**config.mk**
```make
export PLATFORM = sky130hd
export DESIGN_NAME = cdb_arbiter
export DESIGN_NICKNAME = d
export VERILOG_FILES = /design/src/rtl/cdb_arbiter.sv
export SDC_FILE = /design/constraint.sdc
export NUM_CORES = 1
export LEC_CHECK = 0
export BUFFER_PORTS_ARGS = -buffer_cell sky130_fd_sc_hd__clkbuf_2
export CORE_ASPECT_RATIO = 0.75
export CORE_MARGIN = 2
export CORE_UTILIZATION = 40
export DETAILED_ROUTE_END_ITERATION = 16
export PLACE_DENSITY_LB_ADDON = 0.3
export SKIP_LAST_GASP = 1
export SYNTH_ARGS = -nofsm -noshare
export SYNTH_HDL_FRONTEND = slang
export SYNTH_HIERARCHICAL = 1
export SYNTH_SLANG_ARGS = --single-unit
```
**constraint.sdc**
```tcl
create_clock -name Clock -period 2.3 [get_ports Clock]
set_input_delay 0 -clock Clock [delete_from_list [all_inputs] [get_ports Clock]]
set_output_delay 0 -clock Clock [all_outputs]
set_load 0.1 [all_outputs]
```
**src/rtl/cdb_arbiter.sv**
```systemverilog
// Common data bus arbiter: two 2-entry source queues (adder, multiplier)
// feeding one registered broadcast word per cycle under round-robin arbitration.

module cdb_fifo #(
  parameter int W = 23
) (
  input  logic         Clock,
  input  logic         Reset,
  input  logic         push,
  input  logic         pop,
  input  logic [W-1:0] din,
  output logic [W-1:0] dout,
  output logic         nonempty,
  output logic         ready
);
  logic [W-1:0] mem [2];
  logic         wp, rp;
  logic [1:0]   occ;

  always_ff @(posedge Clock or posedge Reset) begin
    if (Reset) begin
      wp  <= 1'b0;
      rp  <= 1'b0;
      occ <= 2'd0;
    end else begin
      if (push) wp <= ~wp;
      if (pop)  rp <= ~rp;
      occ <= occ + {1'b0, push} - {1'b0, pop};
    end
  end

  // Storage needs no reset: occupancy alone decides what is valid.
  always_ff @(posedge Clock) begin
    if (push) mem[wp] <= din;
  end

  assign dout     = mem[rp];
  assign nonempty = (occ != 2'd0);
  assign ready    = ~occ[1];
endmodule

module cdb_arbiter #(
  parameter int DATA_W = 16,
  parameter int TAG_W  = 3,
  parameter int REG_W  = 4
) (
  input  logic                          Clock,
  input  logic                          Reset,
  input  logic                          addValid,
  input  logic [TAG_W-1:0]              addTag,
  input  logic [REG_W-1:0]              addReg,
  input  logic [DATA_W-1:0]             addData,
  output logic                          addReady,
  input  logic                          mulValid,
  input  logic [TAG_W-1:0]              mulTag,
  input  logic [REG_W-1:0]              mulReg,
  input  logic [DATA_W-1:0]             mulData,
  output logic                          mulReady,
  output logic                          cdbValid,
  output logic [TAG_W+REG_W+DATA_W-1:0] cdbOut,
  output logic                          cdbErr
);
  localparam int W = TAG_W + REG_W + DATA_W;

  // Index 0 is the adder, index 1 the multiplier.
  logic [1:0]        srcValid, rdy, push, pop, nonempty, tagZero;
  logic [1:0][W-1:0] din, dout;
  logic              rr;

  assign srcValid = {mulValid, addValid};
  assign din[0]   = {addTag, addReg, addData};
  assign din[1]   = {mulTag, mulReg, mulData};
  assign tagZero  = {mulTag == '0, addTag == '0};
  assign push     = srcValid & rdy & ~tagZero;
  assign addReady = rdy[0];
  assign mulReady = rdy[1];

  for (genvar i = 0; i < 2; i++) begin : g_src
    cdb_fifo #(.W(W)) u_q (
      .Clock    (Clock),
      .Reset    (Reset),
      .push     (push[i]),
      .pop      (pop[i]),
      .din      (din[i]),
      .dout     (dout[i]),
      .nonempty (nonempty[i]),
      .ready    (rdy[i])
    );
  end

  // rr == 0 favours the adder when both queues hold a word.
  always_comb begin
    pop = nonempty;
    if (&nonempty) pop = rr ? 2'b10 : 2'b01;
  end

  always_ff @(posedge Clock or posedge Reset) begin
    if (Reset) begin
      cdbValid <= 1'b0;
      cdbOut   <= '0;
      cdbErr   <= 1'b0;
      rr       <= 1'b0;
    end else begin
      cdbValid <= |pop;
      if (pop[1])      cdbOut <= dout[1];
      else if (pop[0]) cdbOut <= dout[0];
      cdbErr <= |(srcValid & rdy & tagZero);
      // Pointer moves to the loser only when there was contention.
      if (&nonempty) rr <= pop[0];
    end
  end
endmodule

```
==> results.md <==
- Outcome: complete, no violations
- Seq pwr share: 0.314
- PostCTS Resize Cnt: 0
- Core area: about 13000 sq um
- Sequential cell area: approximately 3600 sq um
- GRT overflow: 0
- Multi-input logic area: 1620 sq um
- Rows: 36
- First-pass GRT wire length: roughly 18000 microns
- Fin. Hold Viols: 0
- Critical path class: reg2reg
- Pre-antenna DRT Iters: 4
- Fin crit share: 0.817
- Clock Latency Late Sink: just over 0.4 ns
- Req. time, crit path: approximately 2.6 ns
- Unrepaired setup endpoints after global routing: no
- Post-Synthesis Cell Area: approximately 5400 sq um
- Mapped Nets: 380
- Min-Delay Path Class: in2async
- Initial DRC count: between 150 and 200
- CTS root buffer: clkbuf_16
- Area of placed instances: about 6000 sq um
- Pins Over Slew Limit: 0
- Max VDD drop: between 1.5 and 2 mV
- Layout cells sized above 1: 0.360
- Switching share of power: 0.415
- Cell mode on critical path: ha_1
- Max Clock Skew: between 0.006 and 0.007 ns
- Internal: 0.00642 W
- Number of CTS-inserted buffers: 17
- Most common cell after layout, fill and taps aside: edfxtp_1
- Largest net degree at the start of global routing: between 40 and 50
- Vias: between 3000 and 4000
- Non-filler cells, final: between 600 and 700
- Die X: 139 microns
- # diodes: 0
- Worst-Margin Slew: just under 0.6 ns
- Initial Util: 0.414
- Vias in the first global route: about 3400
- GP Congestion: between 0.7 and 0.8
- Final Net Count: about 500
- Critical Path Start Type: flip-flop
- Slowest-stage cell, CP: dfrtp_1
- Wire per inst: between 15 and 20 microns
- Yosys Warn Count: 6
- Clk slew on worst S/H paths: approximately 0.050 ns
- Minimum clock period: roughly 1.9 ns
- WP buf/inv: 1
- Final instance area: between 7000 and 8000 sq um
- Setup violations, final: 0
- Total Wirelength: around 11000 microns
- GRT Total Usage: 0.161
- Combinational power share: 0.451
- PortBufs: 76
- Cells after synthesis: about 330
- Post-Route Setup TNS: 0 ns
- Die area: between 10000 and 15000 sq um
- Crit path cell chain: or2_2, a21boi_0, ha_1, inv_1, ha_1, xor3_1
- Placed Instances: 563
- Clk network pwr share: 0.235
- Chip Height: 105 microns
- Top cell family by delay on the critical path: adder cells
- Antenna violations before repair: 0
- CTS tree: yes
- # H-tree levels: 4
- Normalized max-slew margin: 0.609
- I/O pins: 77
- Number of synthesized register bits: ~130
- CP max FO: 3
- Syn Area/Cell: 16.7 sq um
- Most frequent cells in the layout: 92 x edfxtp_1, 76 x clkbuf_2, 50 x dlygate4sd3_1
- Yosys cell types: 30
- Setup crit end kind: flip-flop
- Area growth syn-to-layout: 29.4%
- Post-synthesis sequential area ratio: 0.664
- Clk sinks: 126
- Net Switching: roughly 0.0045 W
- Max cap viols: 0
- Arrival time of the worst setup path: between 2 and 2.5 ns
- Hpwl dp: just over 7000 microns
- Residual DRC: 0
- CP max stage delay: between 0.4 and 0.5 ns
- Pleak: around 3 nW
- Max clock buf depth: 2
- Fmax: around 530 MHz
- Post-route antenna net violation count: 0
- PD cells: about 1600 nW/um^2
- Fillers: ~1100
- Vias per cell: 4.93
layer usage:
layer	part of all wire	vias up	track usage
met2	0.49	86	0.258
met1	0.45	1571	0.206
li1	-	1504	-
met3	0.051	12	0.0458
met4	0.012	0	0.0685
met5	0	-	0
kinds of logic after synthesis:
group / count (synthesis) / synth area share
AO/OA/AOI/OAI: 47 / 0.0490
XOR/XNOR: 7 / 0.0168
adder cells (fa/ha/maj): 4 / 0.00920
buffers and inverters: 31 / 0.0407
flip-flops: 126 / 0.664
multiplexers: 69 / 0.164
AND/OR/NAND/NOR: 42 / 0.0561
final timing paths:
check | from | endpoint | slack [ns] | cells after the start
max | g_src[1].u_q/occ[1]$_DFF_PP0_ | g_src[0].u_q/occ[1]$_DFF_PP0_ | 0.42 | 6
min | Reset | g_src[0].u_q/wp$_DFFE_PP0P_ | 0.03 | 3
max reg2reg | g_src[1].u_q/occ[1]$_DFF_PP0_ | g_src[0].u_q/occ[1]$_DFF_PP0_ | 0.42 | 6
min reg2reg | g_src[0].u_q/wp$_DFFE_PP0P_ | g_src[0].u_q/wp$_DFFE_PP0P_ | 0.54 | 1
max in group asynchronous | Reset | cdbOut[15]$_DFFE_PP0P_ | 1.80 | 4
min in group Clock | addReg[0] | g_src[0].u_q/mem[1][16]$_DFFE_PP_ | 0.32 | 2
cells in the mapped netlist:
master | instances | area share
inv_1 | 10 | 0.0069
nand2b_1 | 1 | 0.0012
nor2_1 | 2 | 0.0014
clkbuf_2 | 1 | 0.00092
nand3_1 | 2 | 0.0018
a21boi_0 | 1 | 0.0014
and3b_2 | 6 | 0.011
and3b_1 | 17 | 0.027
xor2_1 | 4 | 0.0064
nor2b_1 | 2 | 0.0023
buf_4 | 1 | 0.0014
xnor2_1 | 1 | 0.0016
nand2_1 | 5 | 0.0035
a31oi_1 | 23 | 0.026
edfxtp_1 | 92 | 0.51
mux2i_1 | 23 | 0.042
mux2_2 | 8 | 0.017
and2_1 | 2 | 0.0023
ha_1 | 4 | 0.0092
buf_6 | 4 | 0.0083
buf_12 | 4 | 0.015
clkbuf_1 | 7 | 0.0048
or2_2 | 3 | 0.0035
o21ai_1 | 19 | 0.017
o21ai_0 | 4 | 0.0037
xor3_1 | 2 | 0.0087
dfrtp_1 | 34 | 0.16
nor3_1 | 2 | 0.0018
buf_2 | 4 | 0.0037
mux2_4 | 38 | 0.10
power by group through the flow:
stage	registers, W	logic, W	clock network (W)
2_1_floorplan	0.00490	0.00269	0
3_3_place_gp	0.00346	0.00480	0
5_1_grt	0.00350	0.00526	0.00272
4_1_cts	0.00345	0.00498	0.00262
3_5_place_dp	0.00348	0.00490	0
6_report	0.00344	0.00495	0.00257
per-stage QoR:
step           worst slack, ns  total power (W)  hold slack, ns  utilization
6_report                 0.422           0.0110          0.0286        0.535
5_1_grt                  0.311           0.0115          0.0367        0.535
4_1_cts                  0.405           0.0111          0.0166        0.535
3_5_place_dp             0.416          0.00838         -0.0954        0.455
3_3_place_gp             0.463          0.00826         -0.0986        0.455
2_1_floorplan            0.197          0.00759          -0.234            -
cell type report:
type | count | share of cell area
flip-flops and latches | 126 | 0.513
multi-input cells | 169 | 0.230
repair buffers | 137 | 0.140
clock buffers | 19 | 0.0615
well taps | 171 | 0.0304
clock inverters | 11 | 0.0178
inverters | 10 | 0.00640
worst reg2reg max path: stages (launching register included):
cell and delay (ns):
dfrtp_1 0.42, or2_2 0.33, a21boi_0 0.30, ha_1 0.29
inv_1 0.05, ha_1 0.14, xor3_1 0.22
what timing repair did:
action	4_1_cts	5_1_grt
setup buffers	0	0
hold buffers	50	0
hold endpoints to repair	128	0
flip-flops by register name (all words and copies together), names as in the netlist:
name	count
g_src.u_q/wp	2
g_src.u_q/occ	4
cdbErr	1
g_src.u_q/rp	2
g_src.u_q/mem	92
cdbValid	1
cdbOut	23
rr	1
(Power assumes the default switching activity.)
